[src/rtl/charge_meter_pkg.sv]
// Shared control definitions for the charge measurement stage.
// Holds the FSM state encoding, default widths and the accumulator width formula.
// No logic; imported by charge_meter and charge_accum.
package charge_meter_pkg;

    // Defaults shared with the bisection controller.
    localparam int DEF_BUS_WIDTH     = 10;
    localparam int DEF_WINDOW_LOG2   = 4;
    localparam int DEF_SETTLE_CYCLES = 8;

    typedef enum logic [1:0] {
        ST_IDLE   = 2'd0,
        ST_SETTLE = 2'd1,
        ST_ACCUM  = 2'd2,
        ST_DONE   = 2'd3
    } cm_state_t;

    // A sum of 2^wl unsigned bw-bit samples always fits in bw+wl bits.
    function automatic int acc_width(input int bw, input int wl);
        return bw + wl;
    endfunction

endpackage

[src/rtl/charge_accum.sv]
// Window accumulator: sums valid samples and counts them, flagging the last slot of the window.
// Latency: sum/count update one cycle after add; sum_nxt and window_done are combinational views.
// Backpressure: none; every add is absorbed. clr has priority over add.
// Ports: clk, rst_n; clr (zero sum and count), add (take sample), sample (BUS_WIDTH);
//        mean_nxt = upper BUS_WIDTH bits of (acc + sample); window_done = next add completes the window.
module charge_accum
    import charge_meter_pkg::*;
#(
    parameter int BUS_WIDTH   = DEF_BUS_WIDTH,
    parameter int WINDOW_LOG2 = DEF_WINDOW_LOG2   // must be >= 1
) (
    input  logic                 clk,
    input  logic                 rst_n,
    input  logic                 clr,
    input  logic                 add,
    input  logic [BUS_WIDTH-1:0] sample,
    output logic [BUS_WIDTH-1:0] mean_nxt,
    output logic                 window_done
);

    localparam int ACC_W = acc_width(BUS_WIDTH, WINDOW_LOG2);

    logic [ACC_W-1:0]       acc_q, acc_d;
    logic [WINDOW_LOG2-1:0] smp_cnt_q, smp_cnt_d;
    logic [ACC_W-1:0]       sum_nxt;

    // Sum including the sample currently presented; used both as the next
    // accumulator value and for the mean on the window's final sample.
    assign sum_nxt     = acc_q + ACC_W'(sample);
    assign mean_nxt    = sum_nxt[ACC_W-1:WINDOW_LOG2];
    // Counter sits at N-1 once N-1 samples are in: the next add is the last one.
    assign window_done = (smp_cnt_q == {WINDOW_LOG2{1'b1}});

    always_comb begin
        acc_d     = acc_q;
        smp_cnt_d = smp_cnt_q;
        if (clr) begin
            acc_d     = '0;
            smp_cnt_d = '0;
        end else if (add) begin
            acc_d     = sum_nxt;
            smp_cnt_d = smp_cnt_q + 1'b1;
        end
    end

    always_ff @(posedge clk or negedge rst_n) begin
        if (!rst_n) begin
            acc_q     <= '0;
            smp_cnt_q <= '0;
        end else begin
            acc_q     <= acc_d;
            smp_cnt_q <= smp_cnt_d;
        end
    end

endmodule

[src/rtl/charge_meter.sv]
// Charge meter: waits for the analog path to settle after an i_ref change, averages a sample window, removes an offset.
// Latency: 1 + SETTLE_CYCLES + 2^WINDOW_LOG2 cycles from i_ref change to ready with continuous sample_valid.
// Backpressure: none; sample_valid gaps only stretch the window, an i_ref change restarts the measurement.
// Ports: clk, rst_n (async, active low); enable; i_ref; sample_valid/sample; q_offset;
//        q_measured (registered mean - offset, floored at 0), ready (DONE only), busy (SETTLE or ACCUM).
module charge_meter
    import charge_meter_pkg::*;
#(
    parameter int BUS_WIDTH     = DEF_BUS_WIDTH,
    parameter int WINDOW_LOG2   = DEF_WINDOW_LOG2,
    parameter int SETTLE_CYCLES = DEF_SETTLE_CYCLES   // must be >= 1
) (
    input  logic                 clk,
    input  logic                 rst_n,
    input  logic                 enable,
    input  logic [BUS_WIDTH-1:0] i_ref,
    input  logic                 sample_valid,
    input  logic [BUS_WIDTH-1:0] sample,
    input  logic [BUS_WIDTH-1:0] q_offset,
    output logic [BUS_WIDTH-1:0] q_measured,
    output logic                 ready,
    output logic                 busy
);

    localparam int               SW          = $clog2(SETTLE_CYCLES + 1);
    localparam logic [SW-1:0]    SETTLE_LAST = SW'(SETTLE_CYCLES - 1);

    cm_state_t              state_q, state_d;
    logic [SW-1:0]          settle_cnt_q, settle_cnt_d;
    logic [BUS_WIDTH-1:0]   i_ref_q;
    logic [BUS_WIDTH-1:0]   q_measured_q, q_measured_d;
    logic                   ready_q, ready_d;

    logic                   ref_chg;
    logic                   acc_clr;
    logic                   acc_add;
    logic [BUS_WIDTH-1:0]   mean_nxt;
    logic                   window_done;
    logic [BUS_WIDTH:0]     diff;
    logic [BUS_WIDTH-1:0]   q_sat;

    assign ref_chg = (i_ref != i_ref_q);

    // One extra bit catches the borrow: a set MSB means offset exceeded the mean.
    assign diff  = {1'b0, mean_nxt} - {1'b0, q_offset};
    assign q_sat = diff[BUS_WIDTH] ? '0 : diff[BUS_WIDTH-1:0];

    charge_accum #(
        .BUS_WIDTH   (BUS_WIDTH),
        .WINDOW_LOG2 (WINDOW_LOG2)
    ) u_accum (
        .clk         (clk),
        .rst_n       (rst_n),
        .clr         (acc_clr),
        .add         (acc_add),
        .sample      (sample),
        .mean_nxt    (mean_nxt),
        .window_done (window_done)
    );

    always_comb begin
        state_d      = state_q;
        settle_cnt_d = settle_cnt_q;
        q_measured_d = q_measured_q;
        acc_clr      = 1'b0;
        acc_add      = 1'b0;

        if (!enable) begin
            state_d = ST_IDLE;
            acc_clr = 1'b1;
        end else begin
            unique case (state_q)
                ST_IDLE: begin
                    state_d      = ST_SETTLE;
                    settle_cnt_d = '0;
                end
                ST_SETTLE: begin
                    if (ref_chg) begin
                        settle_cnt_d = '0;
                    end else if (settle_cnt_q == SETTLE_LAST) begin
                        state_d = ST_ACCUM;
                        acc_clr = 1'b1;
                    end else begin
                        settle_cnt_d = settle_cnt_q + 1'b1;
                    end
                end
                ST_ACCUM: begin
                    // A reference change wins over a coincident final sample:
                    // that window belongs to the old i_ref and is thrown away.
                    if (ref_chg) begin
                        state_d      = ST_SETTLE;
                        settle_cnt_d = '0;
                        acc_clr      = 1'b1;
                    end else if (sample_valid) begin
                        acc_add = 1'b1;
                        if (window_done) begin
                            state_d      = ST_DONE;
                            q_measured_d = q_sat;
                        end
                    end
                end
                ST_DONE: begin
                    if (ref_chg) begin
                        state_d      = ST_SETTLE;
                        settle_cnt_d = '0;
                    end
                end
                default: state_d = ST_IDLE;
            endcase
        end

        // Registered alongside the state so ready drops on the very edge a change is seen.
        ready_d = (state_d == ST_DONE);
    end

    always_ff @(posedge clk or negedge rst_n) begin
        if (!rst_n) begin
            state_q      <= ST_IDLE;
            settle_cnt_q <= '0;
            i_ref_q      <= '0;
            q_measured_q <= '0;
            ready_q      <= 1'b0;
        end else begin
            state_q      <= state_d;
            settle_cnt_q <= settle_cnt_d;
            i_ref_q      <= i_ref;
            q_measured_q <= q_measured_d;
            ready_q      <= ready_d;
        end
    end

    assign q_measured = q_measured_q;
    assign ready      = ready_q;
    assign busy       = (state_q == ST_SETTLE) || (state_q == ST_ACCUM);

endmodule

[config.mk]
export PLATFORM = sky130hd
export DESIGN_NAME = charge_meter
export DESIGN_NICKNAME = d
export VERILOG_FILES = /design/src/rtl/charge_meter_pkg.sv /design/src/rtl/charge_accum.sv /design/src/rtl/charge_meter.sv
export SDC_FILE = /design/constraint.sdc
export NUM_CORES = 1
export LEC_CHECK = 0
export BUFFER_PORTS_ARGS = -buffer_cell sky130_fd_sc_hd__clkbuf_2
export CAP_MARGIN = 20
export CORE_ASPECT_RATIO = 0.7
export CORE_MARGIN = 4
export CORE_UTILIZATION = 45
export DETAILED_ROUTE_END_ITERATION = 8
export HOLD_SLACK_MARGIN = 0.15
export PLACE_DENSITY = 0.64
export SLEW_MARGIN = 20
export SYNTH_ARGS = -nofsm -noshare
export SYNTH_HDL_FRONTEND = slang
export SYNTH_SLANG_ARGS = --single-unit
[constraint.sdc]
create_clock -name clk -period 4.5 [get_ports clk]
set_input_delay 0.9 -clock clk [delete_from_list [all_inputs] [get_ports clk]]
set_output_delay 0.9 -clock clk [all_outputs]
set_load 0.05 [all_outputs]
==> results_dict.tcl <==
set metrics [dict create \
    crit_type "input pin to flip-flop" \
    final_cell_mix "dfrtp_1, clkbuf_2, nand2_1" \
    clk_pin_slew_ns 0.10 \
    crit_family "compound AO/OA/AOI/OAI gates" \
    yosys_register_bits 45 \
    maxCapViolations 0 \
    ys.flop_type "dfrtp_1" \
    cts_tree "yes" \
    ir_drop_mv 0.150 \
    clkSinkCount 45 \
    finalWirelength_um 6230 \
    power_density_nw_per_um2 244 \
    grt_use_total_pct 15.9 \
    drtIter0Drc 105 \
    cts_buffer_depth 2 \
    grt_pass1_vias 2371 \
    muxShareOfSynthArea_pct 0.708 \
    areaGrowthSynthToFinish_pct 15.3 \
    cts.htree.levels 2 \
    yosys.area.top_type "dfrtp_1" \
    synth_edf_count 0 \
    dieArea_um2 8070 \
    numPortBuffers 45 \
    cp.buffers_inverters 1 \
    wl_per_cell_um 13.2 \
    ant_nets 0 \
    cts_resized 0 \
    post_cts_buffers 0 \
    place_area_um2 3350 \
    synth_top_family_by_area "compound AO/OA/AOI/OAI gates" \
    synth_warnings 0 \
    synthCells 332 \
    chipWidth_um 106 \
    finalSetupViolations 0 \
    start_util_pct 47.4 \
    coreArea_um2 6340 \
    cp_slowest_cell "a2111oi_0" \
    route.vias.total 2425 \
    synth_area_leaders "dfrtp_1, ha_1, xnor2_1, a21oi_1, nand2_1" \
    grt_pass1_wl_um 10800 \
    hold_class "flip-flop to flip-flop" \
    synth.avg_cell_area_um2 9.05 \
    status "completed" \
    routed_via_density 5.12 \
    syn-num-nets 394 \
    async_reset_ff_share_pct 100 \
    setup_tns_ns 0 \
    dpl.hpwl_um 4820 \
    antenna_cells 0 \
    cts_root_buf "clkbuf_8" \
    antenna_found_initial 0 \
    grt_max_degree 46 \
    holdWs_ns 0.484 \
    clock_latency_ns 0.30 \
    synth-compound-area-share_pct 20.0 \
    max_stage_delay_ns 0.57 \
    die_h_um 76.4 \
    fmax_mhz 244 \
    synth_adder_area_share_pct 12.2 \
    rsz0062_at_grt "no" \
    p_leak_nw 1.62 \
    synth_simple_gate_area_share_pct 17.0 \
    final_hold_viol_count 0 \
    crit_required_ns 4.70 \
    synth_cell_types 48 \
    ctsHoldBuffers 0 \
    slew_headroom_pct 50.1 \
    cp.arrival_ns 4.29 \
    finish.instance_area_um2 3460 \
    drv_slew 0 \
    num_rows 24 \
    path_cells "clkbuf_2 -> ha_1 -> o21ai_0 -> o21bai_1 -> a2111oi_0 -> nor3_1 -> xor2_1 -> ha_1 -> o21ai_0 -> o21bai_1 -> a2111oi_0 -> nor3_1 -> xor2_1 -> a22o_1" \
    drive_gt1_share_pct 16.7 \
    final_nets 444 \
    io_pins 46 \
    cts_buffers 5 \
    synthXorXnorAreaFrac_pct 8.75 \
    dr.pass1.iters 4 \
    yosysSeqAreaShare_pct 37.5 \
    post-route-drc-count 0 \
    skew_ns 0.00718 \
    grt_overflow 0 \
    cp-end-kind "flip-flop" \
    worst_setup_path_start_kind "input pin" \
    period_share_pct 91.0 \
    syn-cell-area_um2 3000 \
    critPathMaxFanout 4 \
    post-route-min-period_ns 4.09 \
    synth_top_area_share_pct 37.5 \
    routabilityCongestion 0.893 \
    tightest_slew_ns 0.746 \
]
## routing by layer
layer,track usage (%),share of wire [%]
met1,24.5,54
met2,23.3,40
met3,3.47,5.3
met4,2.33,0.27
met5,0,0
## worst paths after layout
| path | start | slack (ns) | cells after the start | end |
|---|---|---|---|---|
| hold / removal | q_measured[4] | 0.48 | 2 | q_measured[4] |
| setup / recovery | sample[2] | 0.41 | 14 | q_measured[8] |
| setup reg to reg | u_accum.acc_q[2] | 0.71 | 13 | q_measured[8] |
| hold reg to reg | q_measured[4] | 0.48 | 2 | q_measured[4] |
| min in group asynchronous | rst_n | 0.67 | 2 | q_measured[7] |
| max in group asynchronous | rst_n | 3.45 | 2 | u_accum.smp_cnt_q[3] |
## power by group
| part | internal [mW] | switching (mW) | leakage [nW] |
|---|---|---|---|
| sequential | 0.409 | 0.00298 | 0.604 |
| clock | 0.170 | 0.151 | 0.0591 |
| combinational | 0.0493 | 0.0647 | 0.961 |
## worst reg2reg max path, cell delays in order, from the launching register on
cell       delay [ns]
dfrtp_1          0.39
ha_1             0.32
o21ai_0          0.37
o21bai_1         0.13
a2111oi_0        0.57
nor3_1           0.17
xor2_1           0.18
ha_1             0.34
o21ai_0          0.22
o21bai_1         0.11
a2111oi_0        0.41
nor3_1           0.13
xor2_1           0.16
a22o_1           0.20
## cell usage after synthesis, drive strengths merged (2+ instances only)
master and number:
or4 2, a211oi 4, clkbuf 6, or3 3, and3 2, nor2b 2, a21o 5, nand3 8
dfrtp 45, xor2 9, nor4 2, a2111oi 4, a31oi 2, nor3 8, o31ai 7, ha 26
fa 2, and2 4, o21a 3, o21bai 3, o22ai 2, o21ai 16, xnor2 21, a21oi 31
a211o 3, inv 22, nand2 37, nor2 24, nand4 3, nand2b 7, or2 3, a22o 4
## flip-flops by register name, indices dropped and copies added (netlist names)
signal             count
q_measured            10
state_q                2
i_ref_q               10
u_accum.smp_cnt_q      4
settle_cnt_q           4
ready                  1
u_accum.acc_q         14
## cells by family (layout without fill, tap and decap cells)
group,Yosys count,in the layout
adders and majority gates,28,28
xor gates and xnor gates,30,30
buffers and inverters,29,80
muxes,2,2
DFF,45,45
and+or+nand+nor,107,107
AOI/OAI and AO/OA,91,91
## through the flow
stage | setup slack, ns | utilization, % | cells | power [mW]
2_1_floorplan | 0.361 | - | 332 | 0.493
3_3_place_gp | 0.210 | 52.8 | 466 | 0.534
3_5_place_dp | 0.126 | 52.8 | 466 | 0.535
4_1_cts | 0.446 | 54.7 | 474 | 0.861
5_1_grt | 0.108 | 54.7 | 474 | 0.893
6_report | 0.406 | 54.7 | 474 | 0.846
## area by class of cell
cell class	count	area, um^2
inverter	22	82.6
clock inverter	3	47.5
fill	596	2870
clock buffer	5	68.8
timing repair buffer	50	263
tap	91	114
sequential	45	1130
multi-input combinational	258	1760
(Power assumes the default switching activity.)
